**src/rtl/dram_port_arbiter.sv**
```systemverilog
// Two-port round-robin arbiter in front of the single-port data RAM.
// Commands are registered onto the DRAM bus; read responses come back tagged to their port.
module dram_port_arbiter #(
    parameter int unsigned ADDR_W   = 18,
    parameter int unsigned DATA_W   = 9,
    parameter int unsigned RD_LAT   = 1,
    parameter int unsigned MAX_HOLD = 4
) (
    input  logic              clk,
    input  logic              rst_n,
    input  logic              req0,
    input  logic              we0,
    input  logic [ADDR_W-1:0] addr0,
    input  logic [DATA_W-1:0] wdata0,
    output logic              gnt0,
    output logic              rvalid0,
    output logic [DATA_W-1:0] rdata0,
    input  logic              req1,
    input  logic              we1,
    input  logic [ADDR_W-1:0] addr1,
    input  logic [DATA_W-1:0] wdata1,
    output logic              gnt1,
    output logic              rvalid1,
    output logic [DATA_W-1:0] rdata1,
    output logic              mem_we,
    output logic              mem_off,
    output logic [ADDR_W-1:0] mem_addr,
    output logic [DATA_W-1:0] mem_wdata,
    input  logic [DATA_W-1:0] mem_rdata
);

    localparam int unsigned HOLD_W = (MAX_HOLD > 1) ? $clog2(MAX_HOLD) : 1;
    localparam logic [HOLD_W-1:0] HOLD_MAX = HOLD_W'(MAX_HOLD - 1);

    typedef enum logic [1:0] {
        OwnNone = 2'd0,
        OwnP0   = 2'd1,
        OwnP1   = 2'd2
    } owner_e;

    owner_e              owner_q, owner_d;
    logic                last_q, last_d;
    logic [HOLD_W-1:0]   hold_q, hold_d;
    logic                xfer0, xfer1;

    logic                mem_we_q, mem_we_d;
    logic                mem_off_q, mem_off_d;
    logic [ADDR_W-1:0]   mem_addr_q, mem_addr_d;
    logic [DATA_W-1:0]   mem_wdata_q, mem_wdata_d;

    // Tag of the command currently on the bus, then RD_LAT stages of {valid, port}.
    logic                cmd_rd_q, cmd_rd_d;
    logic                cmd_port_q, cmd_port_d;
    logic [RD_LAT-1:0]   pv_q, pv_d;
    logic [RD_LAT-1:0]   pp_q, pp_d;
    logic                rvalid0_q, rvalid0_d;
    logic                rvalid1_q, rvalid1_d;

    assign gnt0  = (owner_q == OwnP0);
    assign gnt1  = (owner_q == OwnP1);
    assign xfer0 = req0 & gnt0;
    assign xfer1 = req1 & gnt1;

    always_comb begin
        owner_d = owner_q;
        last_d  = last_q;
        hold_d  = hold_q;
        case (owner_q)
            OwnNone: begin
                hold_d = '0;
                if (req0 && req1) begin
                    owner_d = last_q ? OwnP0 : OwnP1;
                end else if (req0) begin
                    owner_d = OwnP0;
                end else if (req1) begin
                    owner_d = OwnP1;
                end
            end
            OwnP0: begin
                if (req0) begin
                    if (hold_q == HOLD_MAX && req1) begin
                        owner_d = OwnP1;
                        hold_d  = '0;
                        last_d  = 1'b0;
                    end else if (hold_q != HOLD_MAX) begin
                        hold_d = hold_q + HOLD_W'(1);
                    end
                end else begin
                    owner_d = req1 ? OwnP1 : OwnNone;
                    hold_d  = '0;
                    last_d  = 1'b0;
                end
            end
            OwnP1: begin
                if (req1) begin
                    if (hold_q == HOLD_MAX && req0) begin
                        owner_d = OwnP0;
                        hold_d  = '0;
                        last_d  = 1'b1;
                    end else if (hold_q != HOLD_MAX) begin
                        hold_d = hold_q + HOLD_W'(1);
                    end
                end else begin
                    owner_d = req0 ? OwnP0 : OwnNone;
                    hold_d  = '0;
                    last_d  = 1'b1;
                end
            end
            default: begin
                owner_d = OwnNone;
                hold_d  = '0;
            end
        endcase
    end

    always_comb begin
        mem_we_d    = 1'b0;
        mem_off_d   = 1'b1;
        mem_addr_d  = mem_addr_q;
        mem_wdata_d = mem_wdata_q;
        cmd_rd_d    = 1'b0;
        cmd_port_d  = 1'b0;
        if (xfer0) begin
            mem_we_d    = we0;
            mem_off_d   = 1'b0;
            mem_addr_d  = addr0;
            mem_wdata_d = wdata0;
            cmd_rd_d    = ~we0;
        end else if (xfer1) begin
            mem_we_d    = we1;
            mem_off_d   = 1'b0;
            mem_addr_d  = addr1;
            mem_wdata_d = wdata1;
            cmd_rd_d    = ~we1;
            cmd_port_d  = 1'b1;
        end
    end

    always_comb begin
        pv_d    = '0;
        pp_d    = '0;
        pv_d[0] = cmd_rd_q;
        pp_d[0] = cmd_port_q;
        for (int i = 1; i < RD_LAT; i++) begin
            pv_d[i] = pv_q[i-1];
            pp_d[i] = pp_q[i-1];
        end
        rvalid0_d = pv_q[RD_LAT-1] & ~pp_q[RD_LAT-1];
        rvalid1_d = pv_q[RD_LAT-1] &  pp_q[RD_LAT-1];
    end

    always_ff @(posedge clk or negedge rst_n) begin
        if (!rst_n) begin
            owner_q     <= OwnNone;
            last_q      <= 1'b1;
            hold_q      <= '0;
            mem_we_q    <= 1'b0;
            mem_off_q   <= 1'b1;
            mem_addr_q  <= '0;
            mem_wdata_q <= '0;
            cmd_rd_q    <= 1'b0;
            cmd_port_q  <= 1'b0;
            pv_q        <= '0;
            pp_q        <= '0;
            rvalid0_q   <= 1'b0;
            rvalid1_q   <= 1'b0;
        end else begin
            owner_q     <= owner_d;
            last_q      <= last_d;
            hold_q      <= hold_d;
            mem_we_q    <= mem_we_d;
            mem_off_q   <= mem_off_d;
            mem_addr_q  <= mem_addr_d;
            mem_wdata_q <= mem_wdata_d;
            cmd_rd_q    <= cmd_rd_d;
            cmd_port_q  <= cmd_port_d;
            pv_q        <= pv_d;
            pp_q        <= pp_d;
            rvalid0_q   <= rvalid0_d;
            rvalid1_q   <= rvalid1_d;
        end
    end

    assign mem_we    = mem_we_q;
    assign mem_off   = mem_off_q;
    assign mem_addr  = mem_addr_q;
    assign mem_wdata = mem_wdata_q;
    assign rvalid0   = rvalid0_q;
    assign rvalid1   = rvalid1_q;
    assign rdata0    = mem_rdata;
    assign rdata1    = mem_rdata;

endmodule
```
**config.mk**
```make
export PLATFORM = sky130hd
export DESIGN_NAME = dram_port_arbiter
export DESIGN_NICKNAME = d
export VERILOG_FILES = /design/src/rtl/dram_port_arbiter.sv
export SDC_FILE = /design/constraint.sdc
export NUM_CORES = 1
export LEC_CHECK = 0
export ABC_AREA = 1
export CORE_AREA = 2 2 80 82
export CTS_BUF_LIST = sky130_fd_sc_hd__clkbuf_8
export DETAILED_ROUTE_END_ITERATION = 10
export DIE_AREA = 0 0 82 84
export PLACE_DENSITY = 0.82
export SYNTH_ARGS = -nofsm -noshare
export SYNTH_HDL_FRONTEND = slang
export SYNTH_SLANG_ARGS = --single-unit
export TNS_END_PERCENT = 10
```
**constraint.sdc**
```tcl
create_clock -name clk -period 1.3 [get_ports clk]
set_input_delay 0.13 -clock clk [delete_from_list [all_inputs] [get_ports clk]]
set_output_delay 0.13 -clock clk [all_outputs]
set_load 0.005 [all_outputs]
```
# After elaboration in Yosys (flattened, before gate mapping)
# Index checks and enable logic that the tools add are counted.
[word_totals]
in_bits = 69
output_inout_bits = 51
register_bits = 40
[classes]
n_reduce_logical = 8
eq_ne = 7
bitwise = 7
n_addsub = 1
muxes = 34
[ops]
columns = ["operator", "n"]
rows = [
  ["2-to-1 mux 18 bit", 2],
  ["2-to-1 mux 2 bit", 14],
  ["2-to-1 mux 9 bit", 2],
  ["2-to-1 mux 1 bit", 13],
  ["!= test 3 x 2 -> 1 bit, second input constant", 2],
  ["case mux 2 bit (3 select lines)", 1],
  ["AND reduction 3 bit", 2],
  ["AND 1 bit", 4],
  ["equality test 2 bit, second input constant", 2],
  ["!= test 4 bit, second input constant", 1],
  ["case mux 2 bit (2 select lines)", 1],
  ["nonzero test 2 bit", 2],
  ["logical AND 1 bit", 3],
  ["NOT 1 bit", 3],
  ["adder 2 x 1 -> 2 bit, second input constant", 1],
  ["equality test 2 x 1 -> 1 bit, second input constant", 1],
  ["logical NOT 2 bit", 1],
  ["!= test 2 bit, second input constant", 1],
  ["case mux 1 bit (2 select lines)", 1],
]

# Logic depth before layout (Yosys ltp)
# Gate-level depths: netlist (run 1).
[depth]
depth_word = 5
ltp_mapped = 8
depth_no_buf = 8

# Least setup slack after synthesis (run 1)
# No wires, ideal clock.
[synth_path]
kind = "flip-flop to flip-flop"
startpoint = "register owner_q[0]"
endpoint = "register mem_addr_q[10], in the netlist mem_addr[10]"
period_less_slack_ps = 1344
path_slack_ps = -44
required_time_ps = 1223
arrival_ps = 1267
stages_incl_launch_ff = 7
n_path_buf = 1
path_cell_list = "dfrtp_1 inv_1 ha_1 nand2_4 buf_2 o21ai_1 a21oi_1"
[synth_via]
elab_chain_len = 3
word_cells_on_any_way = 6
classes_between = "2 x eq/ne; 1 x mux; 2 x bitwise; 1 x reduce/logical"
[synth_rtl]
columns = ["item", "line_no", "rtl"]
rows = [
  ["from (decl)", "41", "owner_e owner_q, owner_d;"],
  ["from (signal assigned)", "154", "owner_q <= OwnNone;"],
  ["from (signal assigned)", "168", "owner_q <= owner_d;"],
  ["equality test 2 bit", "60", "assign gnt1 = (owner_q == OwnP1);"],
  ["via gnt1", "22", "output logic gnt1,"],
  ["AND 1 bit", "62", "assign xfer1 = req1 & gnt1;"],
  ["nonzero test 2 bit (no line)", "--", ""],
  ["to (signal assigned)", "173", "mem_addr_q <= mem_addr_d;"],
  ["to (decl)", "48", "logic [ADDR_W-1:0] mem_addr_q, mem_addr_d;"],
]
# The timed path passes the listed nets, and every way through them passes these cells.
# A chain may end at the register's enable or synchronous reset.

# Final worst setup path (run 1)
[layout_path]
startpoint = "register owner_q[0]"
endpoint = "register owner_q[0]"
[layout_via]
elab_chain_len = 3
word_cells_on_any_way = 8
classes_between = "5 x eq/ne; 1 x mux; 2 x reduce/logical"
[layout_rtl]
columns = ["item", "line_no", "rtl"]
rows = [
  ["equality test 2 bit, or another cell as far along", "68", "case (owner_q)"],
  ["!= test 3 x 2 -> 1 bit (no line) or != test 4 bit (tied branches)", "--", ""],
  ["AND reduction 3 bit (no line)", "--", ""],
]
# Several ways; a longest one is shown, not always the timed one.

==> key figures, run 1 <==
Outcome
  – Status: finished with violations
  – Failing checks: setup timing

Floorplanning
  – Die Ht: between 80 and 90 um
  – Total die area: 6890 um2
  – DIE WIDTH: about 80 um
  – Initial core utilization: 0.340
  – Ports: 120
  – Row count: 29
  – Core area: between 6000 and 7000 um2

CTS
  – H-tree lvl count: 2
  – Longest Clk Path Bufs: 2
  – Root buffer cell: clkbuf_8
  – CTS tree: yes
  – Inserted Clock Buffers: 5
  – Clock transition at the registers of the reported paths: roughly 0.08 ns
  – Clock sink count: 40
  – Clk Latency, worst-skew pair: 0.29 ns

Detailed routing
  – Met1 WL: 2130 um
  – DR vias/cell: 4.60
  – DRC: 0
  – Vias: between 1,500 and 2,000
  – Wire length per cell: 13.4 um
  – Routed wl met3: approximately 320 um
  – DRT Wirelength: between 5000 and 6000 um
  – DRT iter0 DRCs: 37
  – Met2 wire length: 2840 um
  – Drt pass-1 iters: 4
  – Final ANT Viol Nets: 0
  – Top layer reached by signal wires: met4

Setup path
  – Setup crit start: owner_q[0]
  – Worst EP arrival: 1.57 ns
  – Setup crit start kind: flip-flop
  – R2R depth: 8
  – R2r endpoint: owner_q[0]
  – Critical path endpoint: owner_q[0]
  – Maximum fanout along the worst path: 6
  – Crit Reg-Reg Startpoint: owner_q[0]
  – CP Class: reg -> reg
  – Worst setup EP type: flip-flop
  – Required time worst endpoint: 1.48 ns
  – R2R Setup Slk: -0.09 ns

Power
  – Internal: 4000 uW
  – Clock power share: 0.140
  – PD cells: 1880 nW/um2
  – Switching share of power: 0.356
  – Proportion of power drawn by flip-flops and latches: 0.338
  – Worst VDD drop: 0.692 mV
  – LEAKAGE: 0.00156 uW
  – Comb pwr share: 0.522
  – Net Switching: 2210 uW

Layout
  – Layout cells sized above 1: 0.214
  – # fillers: between 500 and 600
  – Area delta synth->final: 58.8%
  – Final antenna diode count: 0
  – Fin nets: about 400
  – Final core occ: 0.540
  – Most frequent cells in the layout: clkdlybuf4s50_1, nand2_1, dfrtp_1
  – Register Area: between 1000 and 1500 um2
  – Multi-input gate area: 866 um2
  – Most common cell after layout, fill and taps aside: clkdlybuf4s50_1

Logic synthesis
  – Ys Warns: 0
  – Post-Syn Nets: 302
  – Syn_area_per_cell: 9.06 um2
  – Synth Cell Area: 2070 um2
  – Sequential element share of the synthesized area: 0.484
  – Cell variety after synth: 23
  – Synth Register Bits: 40
  – Mapped Cells: 229

STA
  – Hold Vio Cnt, Final: 0
  – Max-slew headroom: 0.731
  – Final min period: 1.39 ns
  – RSZ-0062 raised after global routing: true
  – Fmax: 0.719 GHz
  – Max Slew Vio Count: 0
  – Setup Skew: 0.00623 ns
  – Setup tns final: -1.71 ns
  – Tcrit/Tclk final: 1.07
  – Final setup fails: 30
  – Worst Tran Pin Value: 0.403 ns
  – Final WS setup: -0.0912 ns

Global route
  – GRT overflow: 0
  – GRT Overall Usage: 0.159
  – Vias in the first global route: 1,892
  – First-pass GRT wire length: 8540 um
  – Initial antenna violation count: 0
  – Pin count of the biggest net entering global routing: 29

Run
  – Number of max-cap violations: 0

Placement
  – Port bufs: 92
  – DP Wirelength: around 4000 um
  – GPL Wtd Cong: 0.774

Hold path
  – Hold crit path type: in -> out
[worst max-delay path, cell delays in order (launching register included)]
cell and delay (ns):
dfrtp_2 0.44, buf_12 0.13, ha_4 0.17, nand2_8 0.11, nand2_8 0.09, o21ai_4 0.10, nand2_2 0.10, nand2_1 0.07
o21ai_1 0.07
[power groups by stage]
stage | Clock, uW | Sequential [uW] | Combinational, uW
after global routing | 969 | 2180 | 3560
after floorplan | 0 | 2150 | 1490
after detailed placement | 0 | 2140 | 3120
after global placement | 0 | 2120 | 3020
after CTS | 906 | 2110 | 3320
final | 871 | 2100 | 3240
[timing repair]
action,in CTS,in global routing
hold buffers,1,0
buffers inserted,5,0
pin swaps,2,0
gates resized for setup,23,43
setup endpoints to repair,42,59
endpoints found under the hold margin,14,0
cloned,0,0
[cell usage after synthesis (all sizes together)]
master  number  area share
buf         26        0.10
ha           4       0.024
clkinv       1      0.0042
a21oi       27       0.083
inv         13       0.024
dfstp        2       0.025
nor3         1      0.0024
nand2       48        0.10
dfrtp       38        0.46
o21ai       32        0.10
nor2        30       0.054
a211oi       1      0.0036
nand3        5       0.012
clkbuf       1      0.0024
[layout make-up]
type / count / share of cell area
multi-input cells: 148 / 0.263
clock buffers: 6 / 0.0251
repair buffers: 112 / 0.353
well taps: 77 / 0.0292
clock inverters: 2 / 0.00456
inverters: 14 / 0.0205
flip-flops and latches: 40 / 0.305
[routing by layer]
layer / vias to the layer above / global-route usage
met5: - / 0
met4: 0 / 0.0515
met3: 10 / 0.0379
met2: 58 / 0.285
met1: 862 / 0.182
li1: 907 / -
[registers in the layout (all words and copies together), names as in the netlist]
| name | cells |
|---|---|
| rvalid0 | 1 |
| mem_off | 1 |
| mem_addr | 18 |
| pp_q | 1 |
| hold_q | 2 |
| cmd_port_q | 1 |
| cmd_rd_q | 1 |
| owner_q | 2 |
| mem_we | 1 |
| pv_q | 1 |
| mem_wdata | 9 |
| last_q | 1 |
| rvalid1 | 1 |
[cells by family after synthesis]
kind of cell,Yosys count,share of synthesized area
buffers and inverters,41,0.133
adder cells (fa/ha/maj),4,0.0241
AO/OA/AOI/OAI,60,0.188
flip-flops,40,0.484
AND/OR/NAND/NOR,84,0.172
[per-stage QoR]
step / instances / setup slack (ns) / instance area [um2] / power [uW] / hold WS [ns]
after floorplan: 229 / -0.0194 / 2080 / 3630 / -0.166
after global placement: 385 / -0.0957 / 3010 / 5140 / 0.0768
after detailed placement: 385 / -0.157 / 3010 / 5250 / 0.0765
after CTS: 399 / -0.119 / 3220 / 6340 / 0.260
after global routing: 399 / -0.154 / 3290 / 6710 / 0.260
final: 399 / -0.0912 / 3290 / 6210 / 0.260
[worst min path at each step]
stage	cells past startpoint	startpoint	to
floorplan	0	rst_n	cmd_port_q
global placement	1	rst_n	mem_addr[9]
detailed placement	1	rst_n	mem_addr[9]
CTS	0	mem_rdata[5]	rdata0[5]
global route	0	mem_rdata[2]	rdata0[2]
finish	0	mem_rdata[8]	rdata0[8]
(Power assumes the default switching activity.)
==> run 2: changes to the inputs <==
--- a/config.mk
+++ b/config.mk
@@ -8,6 +8,7 @@
 export ABC_AREA = 1
 export CORE_AREA = 2 2 80 82
 export CTS_BUF_LIST = sky130_fd_sc_hd__clkbuf_8
+export CTS_CLUSTER_SIZE = 25
 export DETAILED_ROUTE_END_ITERATION = 10
 export DIE_AREA = 0 0 82 84
 export PLACE_DENSITY = 0.82
==> results of run 2 <==
Final layout, timing and power as in run 1 (identical DEF).
==> run 3: changes to the inputs <==
--- a/config.mk
+++ b/config.mk
@@ -6,11 +6,13 @@
 export NUM_CORES = 1
 export LEC_CHECK = 0
 export ABC_AREA = 1
-export CORE_AREA = 2 2 80 82
+export CELL_PAD_IN_SITES_DETAIL_PLACEMENT = 0
+export CELL_PAD_IN_SITES_GLOBAL_PLACEMENT = 1
+export CORE_AREA = 2 2 95 97
 export CTS_BUF_LIST = sky130_fd_sc_hd__clkbuf_8
 export CTS_CLUSTER_SIZE = 25
 export DETAILED_ROUTE_END_ITERATION = 10
-export DIE_AREA = 0 0 82 84
+export DIE_AREA = 0 0 97 99
 export PLACE_DENSITY = 0.82
 export SYNTH_ARGS = -nofsm -noshare
 export SYNTH_HDL_FRONTEND = slang
==> constraint.sdc (replaced) <==
create_clock -name clk -period 1.2 [get_ports clk]
set_input_delay 0.12 -clock clk [delete_from_list [all_inputs] [get_ports clk]]
set_output_delay 0.12 -clock clk [all_outputs]
set_load 0.005 [all_outputs]
==> key figures, run 3 (same netlist as run 1, synthesis figures left out) <==
Setup path
  – Crit-path cells: buf_6, ha_4, buf_6, nand2_8, nand2_8, o21ai_4, nand2_2, nand2_1, o21ai_2
  – Worst EP arrival: 1.65 ns
  – Bufs and invs on worst path: 2
  – Worst setup EP type: flip-flop
  – Crit Reg-Reg Startpoint: owner_q[1]
  – Maximum fanout along the worst path: 7
  – Setup crit start: owner_q[1]
  – R2R depth: 9
  – Required time worst endpoint: 1.38 ns
  – CP Class: reg -> reg
  – Slowest cell on crit path: dfrtp_1
  – Setup crit start kind: flip-flop
  – Critical Path Stages: 9
  – Top delay family on crit path: flip-flops
  – Worst stage delay on the critical path: around 0.4 ns

STA
  – Setup Skew: roughly 0.0018 ns
  – Final min period: 1.47 ns
  – Tcrit/Tclk final: 1.22
  – Fmax: 0.682 GHz
  – Max Slew Vio Count: 0
  – Hold Vio Cnt, Final: 0
  – Final setup fails: 37
  – Worst Tran Pin Value: 0.289 ns
  – Final WS setup: -0.267 ns
  – Max-slew headroom: 0.807
  – RSZ-0062 raised after global routing: true

Floorplanning
  – Row count: 34
  – Die Ht: 99 um
  – DIE WIDTH: 97 um
  – Core area: roughly 8600 um2
  – Total die area: 9600 um2
  – Ports: 120
  – Initial core utilization: 0.243

Layout
  – Most frequent cells in the layout: clkdlybuf4s50_1, nand2_1, dfrtp_1
  – Most common cell after layout, fill and taps aside: clkdlybuf4s50_1
  – # fillers: ~860
  – Max FFs per register: 18
  – Final antenna diode count: 0
  – Layout cells sized above 1: 0.302
  – Area delta synth->final: 67.5%
  – Fin nets: 403
  – Post-Layout Inst Area: 3470 um2

Power
  – PD cells: 2100 nW/um2
  – Net Switching: ~2600 uW
  – Internal: about 4700 uW
  – Switching share of power: 0.353
  – Proportion of power drawn by flip-flops and latches: 0.324
  – Comb pwr share: 0.511
  – Power after layout: 7310 uW
  – Worst VDD drop: 0.623 mV
  – Clock power share: 0.164
  – LEAKAGE: 0.00150 uW

Placement
  – Pre-CTS WS: -0.263 ns
  – GPL Wtd Cong: approximately 0.76
  – DP Area: 3180 um2
  – DP Wirelength: 4140 um
  – Port bufs: 92

CTS
  – Clk Latency, worst-skew pair: 0.28 ns
  – H-tree lvl count: 2
  – Clock transition at the registers of the reported paths: 0.08 ns
  – Longest Clk Path Bufs: 2
  – Root buffer cell: clkbuf_8
  – CTS tree: yes
  – Clock sink count: 40
  – Inserted Clock Buffers: 5

Outcome
  – Status: finished with violations
  – Failing checks: setup timing

Detailed routing
  – DRT Wirelength: roughly 5800 um
  – DRT iter0 DRCs: roughly 80
  – Final ANT Viol Nets: 0
  – Vias: approximately 1,900
  – DR vias/cell: 4.26
  – DRC: 0
  – Drt pass-1 iters: 4
  – Wire length per cell: 13.2 um

Run
  – Number of max-cap violations: 0

Global route
  – Vias in the first global route: 1,928
  – GRT overflow: 0
  – First-pass GRT wire length: 9360 um
  – Initial antenna violation count: 0
  – GRT Overall Usage: 0.122
  – Pin count of the biggest net entering global routing: a little over 40

Hold path
  – Hold crit path type: in -> out
  – HP Start: mem_rdata[0]
  – Hold Path Depth: 0
## run 3: cell types whose count changed in the layout (fill, tap and decap cells not counted), sizes merged
cell and change:
clkdlybuf4s15 +1, clkdlybuf4s50 -2, bufbuf +1, buf +8, bufinv +1, clkinvlp -2
dlygate4sd2 +25, dlymetal6s2s -23
## run 3: timing repair
item / 4_1_cts / 5_1_grt
hold endpoints to repair: 38 / 0
setup buffers: 10 / 0
cloned: 1 / 0
setup endpoints to repair: 69 / 38
gates resized for setup: 47 / 22
hold buffers: 1 / 0
pin swaps: 5 / 3
## run 3: per-stage QoR
| step | hold WS (ns) | util | cells | TNS, ns |
|---|---|---|---|---|
| 6_report | 0.240 | 0.406 | 439 | -7.37 |
| 5_1_grt | 0.240 | 0.406 | 439 | -9.87 |
| 4_1_cts | 0.240 | 0.398 | 439 | -7.58 |
| 3_5_place_dp | 0.112 | 0.372 | 419 | -7.96 |
| 3_3_place_gp | 0.110 | 0.372 | 419 | -6.27 |
| 2_1_floorplan | -0.176 | - | 229 | -0.727 |
## run 3: power by group through the flow
stage               Clock (uW)  Sequential (uW)  Combinational (uW)
detailed placement           0             2370                3680
finish                    1200             2370                3740
floorplan                    0             2370                1800
global placement             0             2360                3600
CTS                       1260             2330                3630
global route              1320             2450                4120
## run 3: layer usage
metal	global-route usage	vias to the layer above	part of all wire
met5	0	-	0
met4	0.0379	0	0.0050
met3	0.0319	2	0.060
met2	0.203	75	0.49
met1	0.155	873	0.45
li1	-	922	-
## run 3: cell type report
class,count,area (um2),area share
repair buffers,121,1200,0.345
flip-flops and latches,40,1000,0.289
multi-input cells,148,941,0.271
well taps,108,135,0.0389
clock buffers,7,96.3,0.0277
inverters,14,67.6,0.0194
clock inverters,1,30.0,0.00864
## run 3: final timing paths
check | slack [ns] | end
worst max-delay path | -0.27 | owner_q[0]
worst max register to register | -0.27 | owner_q[0]
worst min register to register | 0.35 | pv_q
worst min-delay path | 0.24 | rdata0[0]
max in group asynchronous | 0.60 | mem_off
min in group asynchronous | 0.33 | mem_addr[10]
